## src/rtl/cv32e40s_obi_resp_tracker.sv

```systemverilog
// Records OBI transaction attributes at grant and presents them at the matching response; flags protocol errors.
// Response timeout watchdog is built only when CV32E40S_OBI_TRACKER_TIMEOUT_EN is defined.
module cv32e40s_obi_resp_tracker #(
  parameter int unsigned MAX_OUTSTANDING = 2,
  parameter int unsigned ATTR_W          = 1,
  parameter int unsigned TIMEOUT_CYCLES  = 64
) (
  input  logic                                   clk,
  input  logic                                   rst_n,
  input  logic                                   gntpar_err_i,
  input  logic [ATTR_W-1:0]                      trans_attr_i,
  input  logic                                   trans_we_i,
  input  logic                                   integrity_en_i,
  input  logic                                   obi_req_i,
  input  logic                                   obi_gnt_i,
  input  logic                                   obi_rvalid_i,
  output logic [ATTR_W-1:0]                      resp_attr_o,
  output logic                                   resp_gnterr_o,
  output logic                                   resp_store_o,
  output logic [1:0]                             rchk_en_o,
  output logic [$clog2(MAX_OUTSTANDING+1)-1:0]   outstanding_o,
  output logic                                   full_o,
  output logic                                   empty_o,
  output logic                                   err_unexpected_o,
  output logic                                   err_overflow_o,
  output logic                                   err_timeout_o,
  output logic                                   protocol_err_o
);

  localparam int unsigned CNT_W = $clog2(MAX_OUTSTANDING + 1);
  localparam int unsigned PTR_W = (MAX_OUTSTANDING > 1) ? $clog2(MAX_OUTSTANDING) : 1;

  typedef struct packed {
    logic [ATTR_W-1:0] attr;
    logic              gnterr;
    logic              store;
  } entry_t;

  entry_t             fifo_q [MAX_OUTSTANDING];
  entry_t             wr_entry;
  entry_t             head;
  logic [PTR_W-1:0]   wptr_q, wptr_d;
  logic [PTR_W-1:0]   rptr_q, rptr_d;
  logic [CNT_W-1:0]   count_q, count_d;
  logic               gntpar_q, gntpar_d;
  logic               empty, full, push, pop, addr_hs;

  function automatic logic [PTR_W-1:0] ptr_inc(input logic [PTR_W-1:0] p);
    return (p == PTR_W'(MAX_OUTSTANDING - 1)) ? '0 : p + PTR_W'(1);
  endfunction

  assign empty   = (count_q == '0);
  assign full    = (count_q == CNT_W'(MAX_OUTSTANDING));
  assign addr_hs = obi_req_i & obi_gnt_i;
  assign pop     = obi_rvalid_i & ~empty;
  assign push    = addr_hs & (~full | pop);

  // A parity error seen on any cycle of a stalled address phase marks the eventual entry.
  assign wr_entry = '{attr: trans_attr_i, gnterr: gntpar_err_i | gntpar_q, store: trans_we_i};

  always_comb begin
    wptr_d   = push ? ptr_inc(wptr_q) : wptr_q;
    rptr_d   = pop  ? ptr_inc(rptr_q) : rptr_q;
    count_d  = count_q;
    if (push && !pop) begin
      count_d = count_q + CNT_W'(1);
    end else if (pop && !push) begin
      count_d = count_q - CNT_W'(1);
    end
    gntpar_d = gntpar_q;
    if (obi_req_i && !obi_gnt_i) begin
      gntpar_d = gntpar_q | gntpar_err_i;
    end else if (addr_hs) begin
      gntpar_d = 1'b0;
    end
  end

  always_ff @(posedge clk) begin
    if (!rst_n) begin
      wptr_q   <= '0;
      rptr_q   <= '0;
      count_q  <= '0;
      gntpar_q <= 1'b0;
      for (int i = 0; i < int'(MAX_OUTSTANDING); i++) begin
        fifo_q[i] <= '0;
      end
    end else begin
      wptr_q   <= wptr_d;
      rptr_q   <= rptr_d;
      count_q  <= count_d;
      gntpar_q <= gntpar_d;
      if (push) begin
        fifo_q[wptr_q] <= wr_entry;
      end
    end
  end

  assign head          = fifo_q[rptr_q];
  assign resp_attr_o   = empty ? '0 : head.attr;
  assign resp_gnterr_o = ~empty & head.gnterr;
  assign resp_store_o  = ~empty & head.store;

  // Stores carry no read data, so only the response-phase check bit applies to them.
  assign rchk_en_o[1]  = obi_rvalid_i & integrity_en_i & ~empty;
  assign rchk_en_o[0]  = obi_rvalid_i & integrity_en_i & ~empty & ~resp_store_o;

  assign outstanding_o = count_q;
  assign full_o        = full;
  assign empty_o       = empty;

  // A response in the grant cycle of an empty tracker is unexpected; the grant is still recorded.
  assign err_unexpected_o = obi_rvalid_i & empty;
  assign err_overflow_o   = addr_hs & full & ~pop;

`ifdef CV32E40S_OBI_TRACKER_TIMEOUT_EN
  localparam int unsigned TMO_W = $clog2(TIMEOUT_CYCLES + 1);

  logic [TMO_W-1:0] tmo_q, tmo_d;
  logic             tmo_hit;

  assign tmo_hit = ~empty & ~pop & (tmo_q == TMO_W'(TIMEOUT_CYCLES - 1));

  always_comb begin
    tmo_d = tmo_q + TMO_W'(1);
    if (empty || pop || tmo_hit) begin
      tmo_d = '0;
    end
  end

  always_ff @(posedge clk) begin
    if (!rst_n) begin
      tmo_q <= '0;
    end else begin
      tmo_q <= tmo_d;
    end
  end

  assign err_timeout_o = tmo_hit;
`else
  assign err_timeout_o = 1'b0;
`endif

  assign protocol_err_o = err_unexpected_o | err_overflow_o | err_timeout_o;

endmodule
```

## config.mk

```make
export PLATFORM = sky130hd
export DESIGN_NAME = cv32e40s_obi_resp_tracker
export DESIGN_NICKNAME = d
export VERILOG_FILES = /design/src/rtl/cv32e40s_obi_resp_tracker.sv
export SDC_FILE = /design/constraint.sdc
export NUM_CORES = 1
export LEC_CHECK = 0
export CORE_AREA = 2 2 39 41
export DETAILED_ROUTE_END_ITERATION = 10
export DIE_AREA = 0 0 41 43
export DONT_BUFFER_PORTS = 1
export HOLD_SLACK_MARGIN = 0.06
export PLACE_DENSITY = 0.57
export SYNTH_ARGS = -nofsm -noshare
export SYNTH_HDL_FRONTEND = slang
export SYNTH_SLANG_ARGS = --single-unit
```

## constraint.sdc

```tcl
create_clock -name clk -period 1.95 [get_ports clk]
set_input_delay 0.195 -clock clk [delete_from_list [all_inputs] [get_ports clk]]
set_output_delay 0.195 -clock clk [all_outputs]
set_load 0.005 [all_outputs]
```

==> qor.yml, run 1 <==
synth:
  syn-num-nets: 74
  muxShareOfSynthArea: 0.0648
  synth_seq_cells: 12
  synth_area_leaders: "edfxtp_1 (29%), dfxtp_1 (19%), mux2i_1 (6.5%)"
  yosysTopAreaCellShare: 0.291
  yosysTopAreaCell: "edfxtp_1"
  ys_types: 24
  yosysWarnings: 0
  synthSimpleGateAreaFrac: 0.239
  synthXorXnorAreaFrac: 0.0425
  synth_top_family_by_area: "simple AND/OR/NAND/NOR gates"
  synth_fa_ha_area_frac: 0.0202
  avgSynthCellArea_um2: 9.66
  synth_async_sr_flop_share: 0
  ys.flop_type: "edfxtp_1"
  netlist_instances: 64
  synth_compound_area_frac: 0.0931
  ys_seq_area_frac: 0.486
  syn_area_um2: 618
  synth_edf_count: 6
timing:
  fin_tns_setup_ns: 0
  fin_ws_ns: 0.310
  hold_viol: 0
  fin_hold_ws_ns: 0.0757
  fin_skew_ns: 0.00357
  grt_setup_unrepaired: "false"
  setup_viol_count_final: 0
  slew_violations: 0
  min_period_over_period: 0.841
  fmax_ghz: 0.610
  layout_min_cycle_time_ns: 1.64
power:
  p_per_area_nw_per_um2: 1250
  power_frac_comb: 0.403
  power_frac_seq: 0.412
  p_sw_frac: 0.358
  ir_worst_vdd_uv: 660
  leakage_uw: 0.000278
  clkPwrFrac: 0.185
  power.switching_uw: 305
  internal_power_uw: 546
placement:
  pre_cts_slack_ns: 0.325
  port-buffer-count: 0
  gp_congestion: 0.727
critical_path:
  critPathRequiredTime_ns: 2.15
  worstPathCellList: "nand2b_4 -> o21ai_4 -> inv_2 -> ha_1 -> or3_1 -> a21boi_1"
  critical_path_class: "reg -> reg"
  cp.buffers_inverters: 1
  r2r_cells: 6
  cp_max_fo: 10
  cp_data_arrival_time_ns: 1.84
  slowest_delay_ns: 0.35
  end_kind: "flip-flop"
  start_kind: "flip-flop"
  cp_top_family: "simple AND/OR/NAND/NOR gates"
  r2r_start: "outstanding_o[0]"
  reg2reg_to: "outstanding_o[1]"
  worst-r2r-setup-slack_ns: 0.31
  critical-path-slowest-cell: "or3_1"
clock_tree:
  cts_setup_buffers: 0
  cts_htree_levels: 1
  cts.sinks: 12
  numCtsBuffers: 3
  cts_buffer_depth: 2
  ctsRootBufferMaster: "clkbuf_4"
  cts.clk_slew.worst_paths_ns: 0.08
  clock_latency_ns: 0.27
  cts_tree: "done"
grt:
  grt_max_degree: 11
  grt_usage: 0.140
  grt_pass1_wl_mm: 1.68
  antenna_found_initial: 0
  grt_pass1_vias: 403
  grt-ovfl-total: 0
layout:
  layout_common_cells: "nor2_1 (7), nor3_1 (7), and2_1 (6), dfxtp_1 (6), edfxtp_1 (6)"
  fin_nets: 81
  n_antenna_cell: 0
  final_util: 0.493
  drive_gt1_frac: 0.129
  syn2layout_area_growth_pct: 10.3
route:
  drt_iter0_markers: 5
  avgViaCountPerCell: 4.95
  ant_nets: 0
  drt-wirelength-per-cell_um: 12.3
  route.vias.total: 426
  drt-pass1-iter-count: 2
  drc: 0
  routed_wl_mm: 1.06
status:
  status: "complete, no violations"
worst_hold_path:
  hold_depth: 2
  hold_path_end: "gntpar_q"
  hold_path_class: "in -> reg"
  min_from: "obi_req_i"
floorplan:
  placementRows: 14
  core-area_um2: 1380
  die_h_um: 43
  dieArea_um2: 1760
  die_width_um: 41
  io_pins: 22
  start_util: 0.447
run:
  drv_cap: 0
==> worst reg2reg max path, delay by kind of cell, from the launching register on <==
family	cells	cell delay [ns]
and+or+nand+nor	2	0.50
AOI/OAI and AO/OA	2	0.40
DFF	1	0.31
adders and majority gates	1	0.31
buffers and inverters	1	0.05
==> logic make-up (layout without fill, tap and decap cells) <==
family,after synthesis,after routing
multiplexers,4,4
XOR/XNOR,3,3
AND/OR/NAND/NOR,28,28
flip-flops,12,12
buffers and inverters,7,13
AO/OA/AOI/OAI,8,8
other,1,1
adder cells (fa/ha/maj),1,1
==> registers in the layout, summed over array words and instances, names as in the netlist, named ones only <==
name,flops
rptr_q,1
fifo_q,6
gntpar_q,1
wptr_q,1
outstanding_o,2
==> Yosys cell counts, types with 2 or more instances <==
master and number:
o21ai_1 2, mux2i_1 4, nand2_1 4, inv_1 5, edfxtp_1 6, a21oi_1 2, nor2_1 7, and2_1 6
nor3_1 7, dfxtp_1 6, xnor2_1 2
==> timing repair <==
| action | in CTS | in global routing |
|---|---|---|
| endpoints found under the setup margin | 0 | 0 |
| hold buffers | 1 | 0 |
| resized for setup | 0 | 0 |
| hold endpoints to repair | 4 | 0 |
==> layout make-up <==
| type | instances | area, um^2 |
|---|---|---|
| fill | 149 | 702 |
| clock inverter | 1 | 3.75 |
| clock buffer | 3 | 22.5 |
| sequential | 12 | 300 |
| multi-input combinational | 45 | 288 |
| inverter | 6 | 22.5 |
| tap | 16 | 20.0 |
| timing repair buffer | 3 | 25.0 |
==> metrics by stage <==
step	power (uW)	area [um^2]	instances
2_1_floorplan	616	618	64
3_3_place_gp	699	646	81
3_5_place_dp	700	646	81
4_1_cts	862	682	86
5_1_grt	920	682	86
6_report	851	682	86
==> power groups by stage <==
stage	sequential, uW	combinational [uW]	clock (uW)
2_1_floorplan	381	234	0
3_3_place_gp	357	343	0
3_5_place_dp	357	343	0
4_1_cts	352	350	161
5_1_grt	358	391	171
6_report	351	343	158
==> layer usage <==
metal,wire length (um),global-route usage,vias up,part of all wire
met1,487,0.172,183,0.46
li1,-,-,225,-
met2,500,0.216,16,0.47
met5,0,0,-,0
met3,65,0.0419,2,0.061
met4,9,0.0600,0,0.0085
==> worst max path at each step <==
stage / startpoint / to / slack, ns / depth (start not counted)
floorplan: outstanding_o[1] / outstanding_o[1] / 0.29 / 6
global placement: outstanding_o[0] / outstanding_o[1] / 0.36 / 6
detailed placement: outstanding_o[1] / outstanding_o[1] / 0.32 / 6
CTS: outstanding_o[0] / outstanding_o[1] / 0.30 / 6
global route: outstanding_o[0] / outstanding_o[1] / 0.22 / 6
finish: outstanding_o[0] / outstanding_o[1] / 0.31 / 6
(Power assumes the default switching activity.)
==> run 2, diff against run 1 <==
==> constraint.sdc (replaced) <==
create_clock -name clk -period 1.62 [get_ports clk]
set_input_delay 0.162 -clock clk [delete_from_list [all_inputs] [get_ports clk]]
set_output_delay 0.162 -clock clk [all_outputs]
set_load 0.005 [all_outputs]
==> qor.yml, run 2 (same netlist as run 1, synthesis figures left out) <==
worst_hold_path:
  hold_depth: 2  # unchanged
  hold_path_end: "wptr_q"
  hold_path_class: "in -> reg"
  min_from: "rst_n"
power:
  clkPwrFrac: 0.182  # -0.003
  p_per_area_nw_per_um2: 1470  # +18%
  power.switching_uw: 365  # +20%
  ir_worst_vdd_uv: 884  # +34%
  internal_power_uw: 696  # +27%
  p_sw_frac: 0.344  # -0.0142
  power_frac_comb: 0.376  # -0.027
  leakage_uw: 0.000290  # +4.4%
  power.total_uw: 1060  # +25%
  power_frac_seq: 0.443  # +0.031
route:
  wl_met2_um: 418  # -16%
  drt-met1-wl_um: 461  # -5.3%
  drt_iter0_markers: 5  # unchanged
  highest_layer: "met4"
  drc: 0  # unchanged
  met3WireLength_um: 72  # +11%
  drt-wirelength-per-cell_um: 11.1  # -10%
  drt-pass1-iter-count: 3  # +1
  avgViaCountPerCell: 5.16  # +4.2%
  route.vias.total: 454  # +6.6%
  routed_wl_um: 975  # -8.1%
  ant_nets: 0  # unchanged
timing:
  fmax_ghz: 0.665  # +9.1%
  setup_viol_count_final: 0  # unchanged
  grt_setup_unrepaired: "false"
  fin_tns_setup_ns: 0  # unchanged
  slew_violations: 0  # unchanged
  hold_viol: 0  # unchanged
  fin_skew_ns: 0.00849  # +0.00492 ns
  layout_min_cycle_time_ns: 1.50  # -0.137 ns
  fin_hold_ws_ns: 0.133  # +0.0574 ns
  min_period_over_period: 0.928  # +0.0869
  fin_ws_ns: 0.117  # -0.193 ns
critical_path:
  cp_max_fo: 5  # -5
  slowest_delay_ns: 0.36  # about the same
  critPathRequiredTime_ns: 1.82  # -0.33 ns
  critPathLaunch: "outstanding_o[0]"
  worst-r2r-setup-slack_ns: 0.12  # -0.19 ns
  start_kind: "flip-flop"
  end_kind: "flip-flop"
  r2r_cells: 7  # +1
  critical_path_class: "reg -> reg"
  reg2reg_to: "outstanding_o[1]"
  r2r_start: "outstanding_o[0]"
  worstPathCellList: "nand2b_4 -> o21ai_4 -> inv_2 -> ha_4 -> xor2_1 -> or3_1 -> a21boi_1"
  critical-path-slowest-cell: "dfxtp_4"
  cp_data_arrival_time_ns: 1.70  # -0.14 ns
clock_tree:
  cts.clk_slew.worst_paths_ns: 0.08  # about the same
  cts_htree_levels: 1  # unchanged
  ctsRootBufferMaster: "clkbuf_4"
  numCtsBuffers: 3  # unchanged
  clock_latency_ns: 0.27  # about the same
  cts_tree: "done"
  cts.sinks: 12  # unchanged
  cts_buffer_depth: 2  # unchanged
floorplan:
  placementRows: 14  # unchanged
  die_h_um: 43  # unchanged
  die_width_um: 41  # unchanged
  core-area_um2: 1380  # unchanged
  start_util: 0.447  # unchanged
  dieArea_um2: 1760  # unchanged
  io_pins: 22  # unchanged
run:
  drv_cap: 0  # unchanged
grt:
  antenna_found_initial: 0  # unchanged
  grt_usage: 0.146  # +0.00612
  grt-ovfl-total: 0  # unchanged
  grt_max_degree: 10  # -1
  grt_pass1_wl_mm: 1.66  # -1.2%
  grt_pass1_vias: 421  # +4.5%
layout:
  layout_common_cells: "nor2_1 (7), nor3_1 (7), and2_1 (6), edfxtp_1 (6), inv_1 (5)"
  syn2layout_area_growth_pct: 16.4
  n_antenna_cell: 0  # unchanged
  drive_gt1_frac: 0.181  # +0.0520
  largest_reg_flops: 6  # unchanged
  regMostFlops: "fifo_q"
  fin_nets: 83  # +2.5%
  fin_area_um2: 719  # +5.5%
status:
  status: "complete, no violations"
placement:
  gp_congestion: 0.755  # +3.9%
  dpl.hpwl_um: 734
  pre_cts_slack_ns: 0.0881  # -0.237 ns
  placed_area_um2: 661  # +2.3%
  port-buffer-count: 0  # unchanged
[run 2: changes by cell type in the layout (fill, tap and decap cells not counted), sizes merged]
cell and change:
clkinv -1, buf +1, dlygate4sd3 +1, clkbuf +1
[run 2: per-layer routing]
metal / vias up / GRT usage
met1: 195 / 0.186
met5: - / 0
li1: 233 / -
met2: 22 / 0.200
met4: 0 / 0.120
met3: 4 / 0.0314
[run 2: timing repair]
item | 4_1_cts | 5_1_grt
endpoints found under the hold margin | 5 | 0
endpoints found under the setup margin | 0 | 1
buffers inserted | 0 | 1
gates resized for setup | 0 | 2
hold buffers | 2 | 0
[run 2: worst max-delay path: cells and delay by family (launching register included)]
kind	cells	cell delay, ns
flops	1	0.36
fa+ha+maj	1	0.15
buf+inv	1	0.06
xor+xnor	1	0.14
simple gates	2	0.46
compound gates	2	0.26
[run 2: cell type report]
cell class                 count  area, um^2
sequential                    12         308
fill                         134         664
multi-input combinational     45         300
tap                           16        20.0
clock buffer                   4        26.3
timing repair buffer           5        42.5
inverter                       6        22.5
[run 2: worst max path at each step]
stage                     depth (start not counted)  slack [ns]          endpoint
final                                             7        0.12  outstanding_o[1]
after global routing                              7        0.04  outstanding_o[1]
after CTS                                         7        0.07  outstanding_o[1]
after detailed placement                          7        0.09  outstanding_o[1]
after global placement                            7        0.13  outstanding_o[1]
after floorplan                                   7        0.02  outstanding_o[1]
[run 2: metrics by stage]
stage / util / cells
3_5_place_dp: 0.477 / 81
4_1_cts: 0.511 / 87
5_1_grt: 0.520 / 88
3_3_place_gp: 0.477 / 81
2_1_floorplan: - / 64
6_report: 0.520 / 88
[run 2: power groups by stage]
stage | sequential (uW) | combinational (uW) | clock, uW
finish | 469 | 399 | 193
global placement | 471 | 370 | 0
global route | 482 | 462 | 215
detailed placement | 472 | 376 | 0
CTS | 465 | 384 | 194
floorplan | 465 | 299 | 0
